### src/rtl/borrow_skip_subtractor_pipe.sv
// Pipelined borrow-skip subtractor: diff = a - b - bin, one stage per BLOCK_SIZE-bit block.
// Latency: S = ceil(N/BLOCK_SIZE) cycles from input transfer to out_valid; 1 result/cycle.
// Backpressure: global stall when out_valid && !out_ready; in_ready = !out_valid || out_ready.
module borrow_skip_subtractor_pipe #(
    parameter int N          = 8,
    parameter int BLOCK_SIZE = 2,
    localparam int S         = (N + BLOCK_SIZE - 1) / BLOCK_SIZE
) (
    input  logic         clk,
    input  logic         rst,
    input  logic         in_valid,
    output logic         in_ready,
    input  logic [N-1:0] a,
    input  logic [N-1:0] b,
    input  logic         bin,
    output logic         out_valid,
    input  logic         out_ready,
    output logic [N-1:0] diff,
    output logic         bout,
    output logic [S-1:0] skip_mask
);

    typedef struct packed {
        logic         vld;
        logic [N-1:0] a;
        logic [N-1:0] b;
        logic [N-1:0] d;
        logic         br;
        logic [S-1:0] skip;
    } stage_t;

    stage_t src  [S];
    stage_t nxt  [S];
    stage_t st_q [S];
    logic   advance;

    assign advance   = !out_valid || out_ready;
    assign in_ready  = advance;
    assign out_valid = st_q[S-1].vld;
    assign diff      = st_q[S-1].d;
    assign bout      = st_q[S-1].br;
    assign skip_mask = st_q[S-1].skip;

    always_comb begin
        src[0]      = '0;
        src[0].vld  = in_valid;
        src[0].a    = a;
        src[0].b    = b;
        src[0].br   = bin;
        for (int k = 1; k < S; k++) begin
            src[k] = st_q[k-1];
        end
    end

    // Ripple chain per block; the skip mux picks the block borrow-in when every bit propagates.
    always_comb begin : blk_calc
        logic run;
        logic all_p;
        logic p;
        run   = 1'b0;
        all_p = 1'b1;
        p     = 1'b0;
        for (int k = 0; k < S; k++) begin
            nxt[k] = src[k];
            run    = src[k].br;
            all_p  = 1'b1;
            for (int i = k * BLOCK_SIZE; i < N && i < (k + 1) * BLOCK_SIZE; i++) begin
                p             = ~(src[k].a[i] ^ src[k].b[i]);
                nxt[k].d[i]   = src[k].a[i] ^ src[k].b[i] ^ run;
                run           = (~src[k].a[i] & src[k].b[i]) | (p & run);
                all_p         = all_p & p;
            end
            nxt[k].br      = all_p ? src[k].br : run;
            nxt[k].skip[k] = all_p;
        end
    end

    // Bubbles only clear the valid bit so the data of the last result stays put.
    always_ff @(posedge clk) begin
        if (rst) begin
            for (int k = 0; k < S; k++) begin
                st_q[k] <= '0;
            end
        end else if (advance) begin
            for (int k = 0; k < S; k++) begin
                if (nxt[k].vld) begin
                    st_q[k] <= nxt[k];
                end else begin
                    st_q[k].vld <= 1'b0;
                end
            end
        end
    end

endmodule

### config.mk
export PLATFORM = sky130hd
export DESIGN_NAME = borrow_skip_subtractor_pipe
export DESIGN_NICKNAME = d
export VERILOG_FILES = /design/src/rtl/borrow_skip_subtractor_pipe.sv
export SDC_FILE = /design/constraint.sdc
export NUM_CORES = 1
export LEC_CHECK = 0
export ABC_AREA = 1
export BUFFER_PORTS_ARGS = -buffer_cell sky130_fd_sc_hd__buf_2
export CAP_MARGIN = 0
export CORE_UTILIZATION = 50
export DETAILED_ROUTE_END_ITERATION = 10
export MAX_ROUTING_LAYER = met4
export PLACE_DENSITY_LB_ADDON = 0.3
export SLEW_MARGIN = 20
export SYNTH_ARGS = -nofsm -noshare
export SYNTH_HDL_FRONTEND = slang
export SYNTH_SLANG_ARGS = --single-unit
export TNS_END_PERCENT = 5
### constraint.sdc
create_clock -name clk -period 2 [get_ports clk]
set_input_delay 0.3 -clock clk [delete_from_list [all_inputs] [get_ports clk]]
set_output_delay 0.3 -clock clk [all_outputs]
set_load 0.02 [all_outputs]
[Yosys cells after proc, flatten, opt, wreduce, memory -nomap -nowiden]
Memories as Yosys holds them, arrays and structs flattened.
Index checks and enable logic that the tools add are counted.
Storage, ports and cells
  bits in registers: 0
  bits in writable memories: 120
  input port bits: 21
  output and inout bits: 15
  logic and storage cells: 117
  memories: 1
Operators by class
  multiplexer cells: 46
  bitwise operators: 68
  reductions and logical operators: 2
Memory list
  st_q: words 4, width 30, rd ports 4, clocked after Yosys merged registers in 0, wr ports 4, RTL line 34  | stage_t st_q [S];
Operator list (count)
  30-bit two-way mux: 4
  1-bit two-way mux: 42
  1-bit AND: 20
  1-bit inverter: 16
  1-bit bitwise OR: 16
  1-bit bitwise XOR: 16
  1-bit zero test: 1
  1-bit logical OR: 1

[Logic depth before layout (Yosys ltp)]
An unclocked memory read counts as a cell.
  depth in word-level cells: 10
  gate-level depth with buffers: 9
  mapped depth without buffers: 9

[Worst setup path before layout]
OpenSTA, ideal clock, no wires.
  path kind: register to register
  start point: memory st_q[0][119] (netlist bit)
  end point: memory st_q[0][100] (netlist bit), enable pin
  setup time: 0.401 ns
  arrival: 1.845 ns
  path slack: -0.246 ns
  stages on the path, launching flop included: 4
  buffers on the path: 0
  period minus slack after synthesis: 2.246 ns
  cell sequence: edfxtp_1 nand2_4 inv_1 o21ai_0
RTL lines (RTL line)
  start, declared: 34

==> impl_metrics.yaml <==
routing:
  drt_first_pass_iters: 4
  wl_um: 3380
  drtIter0Drc: 66
  num_vias: 1580
  viasPerCell: 4.24
  drc: 0
  wl_per_cell_um: 9.06
  antenna_left: 0
run_status:
  status: "finished clean"
layout:
  fill_cells: 467
  regMostFlops: "st_q"
  drive_above_1_share: 0.209
  insertedDiodeCount: 0
  multi_input_area_sq_um: 694
  largest_reg_flops: 62
  regArea_sq_um: 1860
  syn_to_final_growth_pct: 13.4
  final_nets: 334
  instances_no_fill: 373
  top_regs: "st_q (62)"
floorplan:
  initial_core_util: 0.524
  floorplan.die_area_sq_um: 6120
  die_w_um: 78.2
  core_area_sq_um: 5540
  die_y_um: 78.2
  num_io_pins: 36
  rows: 27
timing:
  setup_tns_ns: 0
  finClkSkew_ns: 0.00406
  worst_slew_pin_slew_ns: 0.581
  hold_slack_ns: 0.265
  rsz0062_at_grt: "false"
  min_period_over_period: 0.839
  fmax_mhz: 596
  slew_headroom: 0.612
  hold_viol: 0
  slew_violations: 0
  min_period_ns: 1.68
  setup_violations: 0
grt:
  antenna_found_initial: 0
  grt_max_degree: 18
  grt_first_pass_wirelength_um: 5960
  grt_pass1_vias: 1455
  grt_overflow: 0
  track_usage: 0.137
logic_synthesis:
  ys_warn_count: 0
  synth_top_cells_by_area: "edfxtp_1 64%, inv_1 10%, nor2_1 6.3%, fa_1 5.5%, ha_1 3.4%"
  synthAdderAreaFrac: 0.0896
  synth-compound-area-share: 0.00172
  yosys.area.top_type: "edfxtp_1"
  synth_mux_area_frac: 0
  syn_inst: 253
  ys_seq_elements: 62
  synth_fp_nets: 290
  synth_top_family_by_area: "simple AND/OR/NAND/NOR gates"
  synth_cell_type_count: 16
  ys_seq_area_frac: 0.641
  syn-cell-area_sq_um: 2900
  synth_top_area_frac: 0.641
  synth_xor_area_frac: 0
  synth-simple-area-share: 0.148
  synth.avg_cell_area_sq_um: 11.5
place:
  io_buffers: 35
  routabilityCongestion: 0.711
  dp_cells: 358
  dp_hpwl_um: 2420
clocking:
  clk_pin_slew_ns: 0.06
  hold_buffers: 0
  clock-sinks: 62
  cts_resized: 0
  clockRootBuffer: "clkbuf_8"
  cts_max_path_buffers: 2
  post_cts.repair.setup_buffers: 0
  clock_latency_ns: 0.33
  cts_tree: "done"
  cts_buffers: 9
  h-tree-depth: 3
worst_setup_path:
  worstPathCellList: "fa_1 > inv_1 > fa_1 > inv_1 > nor2_1"
  end_kind: "flop"
  worst-path-buf-inv: 2
  slowest_delay_ns: 0.43
  crit_family: "adder cells"
  crit_arrival_ns: 1.76
  critPathRequiredTime_ns: 2.08
  start_kind: "flop"
  cp_slowest_cell: "edfxtp_1"
  worstSetupPathType: "reg2reg"
  crit_fanout: 2
power_and_ir_drop:
  p_sw_uw: 617
  p_leak_nw: 1.55
  p_int_mw: 2.05
  power_density_nw_per_um2: 809
  seqPwrFrac: 0.582
  p_sw_frac: 0.232
  peakVddDrop_uv: 405
  combPwrFrac: 0.096
  p_clk_frac: 0.322
job:
  drv_cap: 0
hold_path:
  hp-class: "in2reg"
==> cells by family after synthesis <==
group           after synthesis
buf+inv                      85
flops                        62
fa+ha+maj                    16
simple gates                 89
compound gates                1
==> cells in the mapped netlist <==
| master | instances |
|---|---|
| nor2_1 | 49 |
| nor2_2 | 8 |
| edfxtp_1 | 62 |
| nand3_1 | 4 |
| fa_1 | 8 |
| inv_1 | 79 |
| nand2_4 | 1 |
| buf_2 | 2 |
| ha_1 | 8 |
| buf_6 | 2 |
| nand3_4 | 4 |
| o21ai_0 | 1 |
| buf_8 | 1 |
| nor2_4 | 1 |
| nand2_1 | 22 |
| inv_2 | 1 |
==> final timing paths <==
path / start / endpoint / slack [ns] / depth (start not counted)
worst min-delay path: b[5] / st_q[0][18]$_SDFFCE_PN0P_ / 0.27 / 3
worst min register to register: st_q[0][50]$_SDFFCE_PN0P_ / st_q[0][80]$_SDFFCE_PN0P_ / 0.54 / 2
worst max-delay path: st_q[0][47]$_SDFFCE_PN0P_ / st_q[0][70]$_SDFFCE_PN0P_ / 0.32 / 5
worst max register to register: st_q[0][47]$_SDFFCE_PN0P_ / st_q[0][70]$_SDFFCE_PN0P_ / 0.32 / 5
==> through the flow <==
stage               utilization  worst slack, ns  cell area [sq um]  total power, mW
floorplan                     -            0.107               2900             1.77
CTS                       0.594            0.305               3290             2.70
global route              0.594            0.227               3290             2.81
detailed placement        0.568            0.325               3140             1.84
global placement          0.568            0.363               3140             1.83
finish                    0.594            0.322               3290             2.66
==> cell type report <==
cell class,count,share of cell area
Sequential cell,62,0.566
Multi-Input combinational cell,106,0.211
Inverter,80,0.0912
Timing Repair Buffer,38,0.0601
Clock buffer,12,0.0410
Tap cell,72,0.0274
Clock inverter,3,0.00380
==> worst min-delay path, delay by kind of cell <==
kind / cells / cell delay, ns
buffers and inverters: 2 / 0.10
AND/OR/NAND/NOR: 1 / 0.08
==> per-layer routing <==
metal | up-vias | share of wire | global-route usage
met2 | 41 | 0.50 | 0.225
met3 | 7 | 0.056 | 0.0500
met4 | 0 | 0.026 | 0.100
met5 | - | 0 | -
li1 | 841 | - | -
met1 | 691 | 0.41 | 0.133
==> power by group through the flow <==
| stage | Sequential, mW | Combinational [mW] | Clock, mW |
|---|---|---|---|
| 4_1_cts | 1.55 | 0.262 | 0.890 |
| 3_3_place_gp | 1.57 | 0.251 | 0 |
| 2_1_floorplan | 1.59 | 0.174 | 0 |
| 6_report | 1.55 | 0.256 | 0.857 |
| 5_1_grt | 1.56 | 0.301 | 0.949 |
| 3_5_place_dp | 1.58 | 0.259 | 0 |
==> placed cells by master, fill, tap and decap left out <==
master / count
clkinv_2: 1
inv_2: 1
nor2_1: 49
inv_1: 79
ha_1: 8
edfxtp_1: 62
o21ai_1: 1
nor2_4: 1
nand2_1: 22
fa_1: 8
buf_2: 35
nand3_1: 4
clkinv_1: 2
nand2_4: 1
nand3_4: 4
clkbuf_1: 3
clkbuf_8: 9
buf_4: 3
nor2_2: 8
(Power assumes the default switching activity.)
